`config.mk`:
```
export PLATFORM = sky130hd
export DESIGN_NAME = proc_controller
export DESIGN_NICKNAME = d
export VERILOG_FILES = /design/src/rtl/proc_controller.sv
export SDC_FILE = /design/constraint.sdc
export NUM_CORES = 1
export LEC_CHECK = 0
export ABC_AREA = 1
export BUFFER_PORTS_ARGS = -buffer_cell sky130_fd_sc_hd__buf_2
export CORE_UTILIZATION = 43
export DETAILED_ROUTE_END_ITERATION = 8
export PLACE_DENSITY_LB_ADDON = 0.08
export REMOVE_ABC_BUFFERS = 1
export SYNTH_ARGS = -nofsm -noshare
export SYNTH_HDL_FRONTEND = slang
export SYNTH_SLANG_ARGS = --single-unit
```
`constraint.sdc`:
```
create_clock -name Clk -period 1.5 [get_ports Clk]
set_input_delay 0.3 -clock Clk [delete_from_list [all_inputs] [get_ports Clk]]
set_output_delay 0.3 -clock Clk [all_outputs]
set_load 0.03 [all_outputs]
```
`src/rtl/proc_controller.sv`:
```
// proc_controller: Moore control FSM for the 16-bit processor datapath.
// It walks each instruction through Init/Fetch/Decode and an execute state,
// and drives every datapath control input. It holds no data of its own.
//
// Ports:
//   Clk         system clock, rising edge
//   Reset       synchronous active-high reset, forces Init
//   IR[15:0]    current instruction, opcode in IR[15:12]
//   PC_clr      clear program counter (Init)
//   PC_up       increment program counter (Fetch)
//   IR_ld       load instruction register (Fetch)
//   D_addr[7:0] data-RAM address
//   D_wr        data-RAM write enable
//   RF_s        RF write-data select: 0 = ALU result, 1 = RAM read data
//   RF_W_addr   RF write address
//   RF_W_en     RF write enable
//   RF_Ra_addr  RF read port A address
//   RF_Rb_addr  RF read port B address
//   ALU_s0[2:0] ALU function: 000 pass, 001 add, 010 sub
//   OutState    current state code for debug/display
module proc_controller (
   input  logic        Clk,
   input  logic        Reset,
   input  logic [15:0] IR,
   output logic        PC_clr,
   output logic        PC_up,
   output logic        IR_ld,
   output logic [7:0]  D_addr,
   output logic        D_wr,
   output logic        RF_s,
   output logic [3:0]  RF_W_addr,
   output logic        RF_W_en,
   output logic [3:0]  RF_Ra_addr,
   output logic [3:0]  RF_Rb_addr,
   output logic [2:0]  ALU_s0,
   output logic [3:0]  OutState
);

   typedef enum logic [3:0] {
      S_INIT   = 4'd0,
      S_FETCH  = 4'd1,
      S_DECODE = 4'd2,
      S_NOOP   = 4'd3,
      S_LOAD_A = 4'd4,
      S_LOAD_B = 4'd5,
      S_STORE  = 4'd6,
      S_ADD    = 4'd7,
      S_SUB    = 4'd8,
      S_HALT   = 4'd9
   } state_t;

   typedef enum logic [3:0] {
      OP_NOOP  = 4'h0,
      OP_STORE = 4'h1,
      OP_LOAD  = 4'h2,
      OP_ADD   = 4'h3,
      OP_SUB   = 4'h4,
      OP_HALT  = 4'h5
   } opcode_t;

   state_t     state;
   state_t     next_state;
   logic [3:0] opcode;

   assign opcode = IR[15:12];

   always_ff @(posedge Clk) begin
      if (Reset) begin
         state <= S_INIT;
      end else begin
         state <= next_state;
      end
   end

   // Opcode is consulted only in Decode, so IR changes during execute
   // states move address fields but never the state sequence.
   always_comb begin
      next_state = S_INIT;
      case (state)
         S_INIT:   next_state = S_FETCH;
         S_FETCH:  next_state = S_DECODE;
         S_DECODE: begin
            case (opcode)
               OP_STORE: next_state = S_STORE;
               OP_LOAD:  next_state = S_LOAD_A;
               OP_ADD:   next_state = S_ADD;
               OP_SUB:   next_state = S_SUB;
               OP_HALT:  next_state = S_HALT;
               default:  next_state = S_NOOP;
            endcase
         end
         S_NOOP:   next_state = S_FETCH;
         S_LOAD_A: next_state = S_LOAD_B;
         S_LOAD_B: next_state = S_FETCH;
         S_STORE:  next_state = S_FETCH;
         S_ADD:    next_state = S_FETCH;
         S_SUB:    next_state = S_FETCH;
         S_HALT:   next_state = S_HALT;
         // Unused codes 10-15 recover through Init.
         default:  next_state = S_INIT;
      endcase
   end

   always_comb begin
      PC_clr     = 1'b0;
      PC_up      = 1'b0;
      IR_ld      = 1'b0;
      D_addr     = '0;
      D_wr       = 1'b0;
      RF_s       = 1'b0;
      RF_W_addr  = '0;
      RF_W_en    = 1'b0;
      RF_Ra_addr = '0;
      RF_Rb_addr = '0;
      ALU_s0     = '0;
      case (state)
         S_INIT: PC_clr = 1'b1;
         S_FETCH: begin
            IR_ld = 1'b1;
            PC_up = 1'b1;
         end
         // Decode sets up addresses one cycle early so the synchronous RAM
         // and RF reads are under way when the execute state begins.
         S_DECODE: begin
            case (opcode)
               OP_LOAD: D_addr = IR[11:4];
               OP_STORE: begin
                  D_addr     = IR[7:0];
                  RF_Ra_addr = IR[11:8];
               end
               OP_ADD, OP_SUB: begin
                  RF_Ra_addr = IR[11:8];
                  RF_Rb_addr = IR[7:4];
               end
               default: ;
            endcase
         end
         S_LOAD_A, S_LOAD_B: begin
            D_addr    = IR[11:4];
            RF_s      = 1'b1;
            RF_W_addr = IR[3:0];
            // Load_A absorbs the RAM read latency; write only in Load_B.
            RF_W_en   = (state == S_LOAD_B);
         end
         S_STORE: begin
            D_addr     = IR[7:0];
            RF_Ra_addr = IR[11:8];
            D_wr       = 1'b1;
         end
         S_ADD, S_SUB: begin
            RF_Ra_addr = IR[11:8];
            RF_Rb_addr = IR[7:4];
            RF_W_addr  = IR[3:0];
            RF_W_en    = 1'b1;
            ALU_s0     = (state == S_ADD) ? 3'b001 : 3'b010;
         end
         default: ;
      endcase
   end

   assign OutState = state;

endmodule

```
Word level (Yosys, flattened, before mapping)
Cells that the tools add are included.

Input bits: 18. Bits in registers: 4. Output and inout port bits: 33.

Reduce and logical (&&, ||, !) cells: 8. Equality and inequality tests: 14. Multiplexer cells: 16.

Operator list (number): $pmux W4 S5 (2); $eq A4 B3 Y1 const B (6); $pmux W8 S3 (1); $eq A4 B2 Y1 const B (4); $pmux W4 S2 (2); $pmux W8 S2 (1); $mux W4 (3); $eq A4 B1 Y1 const B (2); $eq A4 B4 Y1 const B (2); $reduce_or A2 Y1 (3); $reduce_or A3 Y1 (2); $reduce_or A6 Y1 (1); $logic_not A4 Y1 (1); $mux W1 (4); $mux W2 (2); $reduce_or A4 Y1 (1); $pmux W1 S2 (1).

Longest topological paths before layout
Gate-level depths: netlist (run 1).

Depth after elaboration: 4. Mapped depth: 8. Depth with buffers taken out: 8.

Least setup slack after synthesis (run 1)
No wires, ideal clock.

Path type: flip-flop to output port. Start: register state[2] (netlist: OutState[2]). End: output D_addr[3]. Setup slack: -0.268 ns. Data required time: 1.200 ns. Buffers on the path: 0. Arrival time: 1.468 ns. Stages on the path, launching flop included: 7. Cells stage by stage: dfxtp_1 -> nand2_1 -> nor2_4 -> inv_2 -> o21ai_1 -> inv_1 -> nand2_1.

Cells in the longest elaborated chain, start to end: 3. Elaborated cells on any way between the ends: 6.

Ends and longest elaborated chain: from (decl) (RTL line 61) `state_t state;`; from (signal assigned) (RTL line 71) `state <= next_state;`; $eq A4 B3 Y1 (RTL line 116) `case (state)`; $reduce_or A2 Y1 (RTL line 116); $pmux W8 S3 * (RTL line 116); to (decl) (RTL line 28) `output logic [7:0] D_addr,`.

Every way passes the cells marked *; elsewhere a longest branch is shown, timed or not.

Worst setup path in the final report (run 1)
Start: register state[3] (netlist: OutState[3]). End: output D_addr[6].

The elaborated chain is that of the path after synthesis.

==> results of run 1 <==
## cell families (layout without fill, tap and decap cells)
group,after synthesis,in the layout,synth area share (%)
AOI/OAI and AO/OA,11,11,7.09
buffers and inverters,32,109,17.3
DFF,4,4,9.65
other,1,1,0.452
and+or+nand+nor,124,124,65.5
## critical path, delay by kind of cell, from the launching register on
kind,cells,cell delay (ps)
DFF,1,370
buffers and inverters,3,370
and+or+nand+nor,4,490
## synthesized netlist by cell type
master / count / share of area (%)
nand3_2: 2 / 2.4
o21ai_1: 1 / 0.60
buf_4: 3 / 2.7
nor2_4: 3 / 4.1
conb_1: 1 / 0.45
dfxtp_1: 4 / 9.7
nand2_2: 1 / 0.75
o21ai_2: 1 / 1.1
a21oi_1: 5 / 3.0
nor2_2: 4 / 3.0
nand2_4: 1 / 1.4
clkinv_4: 1 / 1.1
nand2_1: 90 / 41
inv_1: 23 / 10
nor2_1: 7 / 3.2
nand3_1: 14 / 8.4
buf_6: 1 / 1.4
o21ai_0: 4 / 2.4
nand4_1: 2 / 1.5
inv_2: 4 / 1.8
## power breakdown
part / switching [mW] / internal, mW
combinational: 0.328 / 0.223
sequential: 0.0152 / 0.118
clock: 0.0427 / 0.0894
total: 0.386 / 0.430
## cell type report
class,instances,area (um2)
Multi-Input combinational cell,136,728
Timing Repair Buffer,78,657
Inverter,28,123
Fill cell,66,110
Sequential cell,4,92.6
Tap cell,25,31.3
Clock buffer,3,22.5
## worst paths after layout
path              slack (ps)     endpoint         from
hold reg to reg          690  OutState[3]  OutState[3]
setup reg to reg         200  OutState[1]  OutState[3]
hold / removal           260  OutState[3]        Reset
setup / recovery        -260    D_addr[6]  OutState[3]
## metrics by stage
stage	cell area (um2)	setup WS [ps]	cells	setup TNS, ps	total power, mW
4_1_cts	1490	-190	270	-3230	0.732
6_report	1650	-264	274	-4240	0.817
3_5_place_dp	1240	-163	263	-1940	0.524
5_1_grt	1650	-298	274	-5650	0.848
2_1_floorplan	796	-414	168	-7010	0.346
3_3_place_gp	1240	-130	263	-1410	0.517
## layer usage
metal	wire length, um	vias to the layer above	share of wire (%)
met4	155	0	3.9
met1	1380	686	35
met3	285	22	7.2
li1	-	676	-
met2	2150	105	54
met5	0	-	0
## repair_timing
item / CTS / global route
gates cloned: 1 / 0
endpoints found under the setup margin: 28 / 26
resized for setup: 69 / 39
setup buffers: 4 / 5
pin swaps: 7 / 10
==> out/results.tsv, run 1 <==
stage	metric	value	unit
status	status	finished with violations	
status	violated checks	negative setup slack	
die	Die X	45.9	um
route	wire per inst	14.5	um
route	Detail Route Antenna Nets	0	
synth	syn_area_per_cell	4.82	um2
finish	diode count	0	
synth	FF+latch count, synth	4	
finish	most frequent cells in the layout	nand2_1 (76), buf_6 (29), buf_4 (24), buf_2 (23), inv_1 (20)	
place	Post-DP HPWL	2080	um
clock_network	Clock Path Buffers	2	
setup_path	critical-path cell list	nor2_4 -> inv_2 -> nor2_4 -> buf_12 -> nand3_2 -> nand4_1 -> buf_6	
sta	setup slack after layout	-264	ps
sta	final worst path period share	118	%
sta	Final Critical Period	1760	ps
route	DRT Pass-1 Iters	4	
grt	global route total overflow	0	
sta	RSZ-0062 raised after global routing	yes	
die	I/O pins	51	
die	Core ar.	1760	um2
clock_network	CTS root buffer	clkbuf_4	
clock_network	CTS clk-pin slew, worst paths	40	ps
grt	GR Layer Usage met2	61.7	%
power_and_ir_drop	power density of the placed cells	494	nW/um2
grt	gr usage total	31.5	%
setup_path	crit path capture type	primary output	
clock_network	H-tree depth	1	
setup_path	critical path startpoint category	flop	
setup_path	worst path arrival time	1460	ps
sta	fmax	567	MHz
route	DRC viols	0	
setup_path	Worst Path Required	1200	ps
finish	most common cell after layout, fill and taps aside	nand2_1	
die	row count	15	
route	Detailed Route WL	3970	um
min_path	Hold Crit Class	in2reg	
synth	Yosys warning count	0	
finish	Largest register FFs	4	
power_and_ir_drop	Max IR drop VDD	0.584	mV
flow_run	Max Cap Violations	0	
place	routability cong.	0.870	
clock_network	hold_buf cts	0	
min_path	hold path depth	2	
sta	Final Hold Viols	0	
power_and_ir_drop	leakage power	0.951	nW
route	first-iteration detailed-routing DRC count	62	
setup_path	crit path max fanout	9	
clock_network	CTS tree	done	
place	input/output buffers	49	
setup_path	CP max stage delay	370	ps
clock_network	worst-skew pair later-pin latency	230	ps
synth	synth unique cells	20	
clock_network	clock sinks	4	
synth	post-synthesis instance area	830	um2
die	Initial Utilization	47.0	%
sta	skew final	0.0432	ps
grt	met1 GRT Util	32.7	%
setup_path	CP Class	reg2out	
die	chip height	45.9	um
clock_network	CTS Buf Count	3	
grt	initial antenna violation count	0	
finish	P&R area growth vs syn	99.4	%
sta	Slew Viols, Final	0	
setup_path	crit path max-delay cell type	dfxtp_4	
finish	final net count	269	
grt	busiest grt layer	met2	
setup_path	critical path's most frequent cell	nor2_4	
grt	largest net degree at the start of global routing	10	
route	drt via density	5.43	
grt	vias in the first global route	1268	
synth	Post-Synthesis Cells	172	
setup_path	R2R cell count	7	
grt	first-pass GRT wire length	4920	um
die	total die area	2110	um2
sta	worst hold margin	264	ps
sta	final setup fails	22	
grt	M3 GR Usage	3.57	%
synth	register area share after synthesis	9.65	%
route	via count	1489	
finish	final core utilization	93.8	%
finish	share of layout cells above drive strength 1	52.2	%
Power figures use the tool's default switching activity.
==> inputs of run 2 (changes only) <==
CTS_BUF_LIST = sky130_fd_sc_hd__clkbuf_16   (was unset)
==> run 2 against run 1 <==
Net effect: the run still ends with negative setup slack left; first-iteration DRC count grew to 2.6 times the previous value; global-route usage is 2.5 points higher; sequential share of layout area is 0.31 points lower; total power is 37% higher; critical path depth is 2 higher; critical endpoint is now D_addr[2]; highest routed layer unchanged.
==> out/results.tsv, run 2 (synthesis results as in run 1) <==
stage	metric	value	unit	change
status	status	finished with violations		
status	violated checks	negative setup slack		
clock_network	clock sinks	4		unchanged
setup_path	crit path max fanout	8		-1
sta	skew final	3.09	ps	+3.05 ps
place	Placed Area	1240	um2	unchanged
sta	Final Critical Period	1840	ps	+76.8 ps
power_and_ir_drop	Combinational Power Share	49.5	%	-18 points
sta	Slew Viols, Final	0		unchanged
finish	share of layout cells above drive strength 1	51.6	%	-0.58 points
finish	P&R area growth vs syn	103	%	
grt	initial antenna violation count	0		unchanged
sta	setup slack after layout	-340	ps	-76.8 ps
die	Initial Utilization	47.0	%	unchanged
route	via count	1693		+14%
clock_network	hold_buf cts	0		unchanged
die	row count	15		unchanged
flow_run	Max Cap Violations	0		unchanged
clock_network	CTS clk-pin slew, worst paths	30	ps	about the same
route	Detailed Route WL	5250	um	+32%
clock_network	CTS tree	done		
power_and_ir_drop	leakage power	0.974	nW	+2.3%
route	drt via density	6.25		+15%
setup_path	R2R cell count	7		unchanged
place	input/output buffers	49		unchanged
setup_path	Worst Path Required	1200	ps	about the same
clock_network	H-tree depth	1		unchanged
clock_network	CTS root buffer	clkbuf_16		
grt	global route total overflow	0		unchanged
grt	largest net degree at the start of global routing	10		unchanged
clock_network	worst-skew pair later-pin latency	230	ps	about the same
die	I/O pins	51		unchanged
sta	worst hold margin	307	ps	+42.9 ps
power_and_ir_drop	Sw Ratio	40.5	%	-6.8 points
sta	final setup fails	28		+27%
power_and_ir_drop	Overall Power	1.12	mW	+37%
clock_network	CTS Buf Count	3		unchanged
sta	Final Hold Viols	0		unchanged
grt	first-pass GRT wire length	5200	um	+5.8%
sta	Setup TNS Final	-5850	ps	-1610 ps
min_path	Hold Crit Class	in2reg		
die	Die X	45.9	um	unchanged
finish	Largest register FFs	4		unchanged
route	first-iteration detailed-routing DRC count	162		+160%
grt	gr usage total	34.0	%	+2.5 points
min_path	WHS Endpoint	OutState[1]		
setup_path	CP Class	in2out		
setup_path	reg2reg start	OutState[0]		
setup_path	r2r endpoint	OutState[3]		
clock_network	Clock Path Buffers	2		unchanged
finish	most common cell after layout, fill and taps aside	nand2_1		
setup_path	R2R Setup Slk	160	ps	-40 ps
place	routability cong.	0.870		unchanged
route	wire per inst	19.4	um	+34%
finish	post-route cell area	1680	um2	+1.6%
finish	most frequent cells in the layout	nand2_1 (73), buf_6 (30), buf_4 (22), buf_2 (21), inv_1 (18)		
setup_path	crit path capture type	primary output		
power_and_ir_drop	Clk pwr share	38.5	%	+22 points
route	DRC viols	0		unchanged
min_path	hold path depth	2		unchanged
sta	final worst path period share	123	%	+5.1 points
sta	fmax	543	MHz	-4.2%
power_and_ir_drop	net switching power	0.454	mW	+18%
setup_path	critical path startpoint category	input port		
finish	final net count	266		-1.1%
finish	Filler Cells Inserted	50		-24%
grt	vias in the first global route	1271		+0.24%
sta	RSZ-0062 raised after global routing	yes		
die	chip height	45.9	um	unchanged
min_path	worst hold start	Reset		
route	DRT Pass-1 Iters	6		+2
die	Core ar.	1760	um2	unchanged
power_and_ir_drop	internal power	0.666	mW	+55%
power_and_ir_drop	power density of the placed cells	666	nW/um2	+35%
place	Post-DP HPWL	2080	um	unchanged
power_and_ir_drop	Max IR drop VDD	1.25	mV	+110%
finish	diode count	0		unchanged
die	total die area	2110	um2	unchanged
route	Detail Route Antenna Nets	0		unchanged
setup_path	worst path arrival time	1540	ps	+80 ps
power_and_ir_drop	Flop pwr share	12.0	%	-4.3 points
run 2: layout make-up:
type	instances	area, um2	share of cell area, %
clock buffers	3	75.1	4.47
inverters	28	123	7.30
multi-input cells	136	719	42.8
flip-flops and latches	4	88.8	5.29
well taps	25	31.3	1.86
repair buffers	75	643	38.3
run 2: through the flow:
| step | instances | worst slack [ps] | utilization, % |
|---|---|---|---|
| 2_1_floorplan | 168 | -414 | - |
| 3_3_place_gp | 263 | -130 | 70.4 |
| 3_5_place_dp | 263 | -163 | 70.4 |
| 4_1_cts | 268 | -181 | 84.4 |
| 5_1_grt | 271 | -529 | 95.2 |
| 6_report | 271 | -340 | 95.2 |
run 2: worst max-delay path, cell delays in order:
cell	delay, ps
buf_2	120
nor2_1	190
nand2_1	170
nor2_4	230
nand2_1	170
nand2_1	100
nand2_1	60
nand2_2	70
buf_6	120
run 2: power by group through the flow:
stage / clock [mW] / combinational [mW] / sequential, mW
2_1_floorplan: 0 / 0.189 / 0.158
3_3_place_gp: 0 / 0.387 / 0.130
3_5_place_dp: 0 / 0.394 / 0.130
4_1_cts: 0.429 / 0.438 / 0.130
5_1_grt: 0.435 / 0.570 / 0.133
6_report: 0.431 / 0.555 / 0.134
run 2: metal layers:
| metal | wire length, um | GRT usage (%) | vias up |
|---|---|---|---|
| met2 | 2270 | 63.4 | 205 |
| li1 | - | - | 663 |
| met3 | 704 | 6.35 | 88 |
| met1 | 1670 | 33.4 | 737 |
| met5 | 0 | 0 | - |
| met4 | 604 | 22.4 | 0 |
run 2: worst max path at each step:
stage | start | slack, ps | endpoint
2_1_floorplan | OutState[1] | -410 | D_addr[6]
3_3_place_gp | IR[15] | -130 | D_addr[7]
3_5_place_dp | IR[15] | -160 | D_addr[4]
4_1_cts | OutState[3] | -180 | D_addr[3]
5_1_grt | IR[15] | -530 | D_addr[7]
6_report | IR[15] | -340 | D_addr[2]
run 2: what timing repair did:
item,4_1_cts,5_1_grt
pin swaps,4,14
buffers inserted,2,4
resized for setup,54,58
setup endpoints to repair,28,27
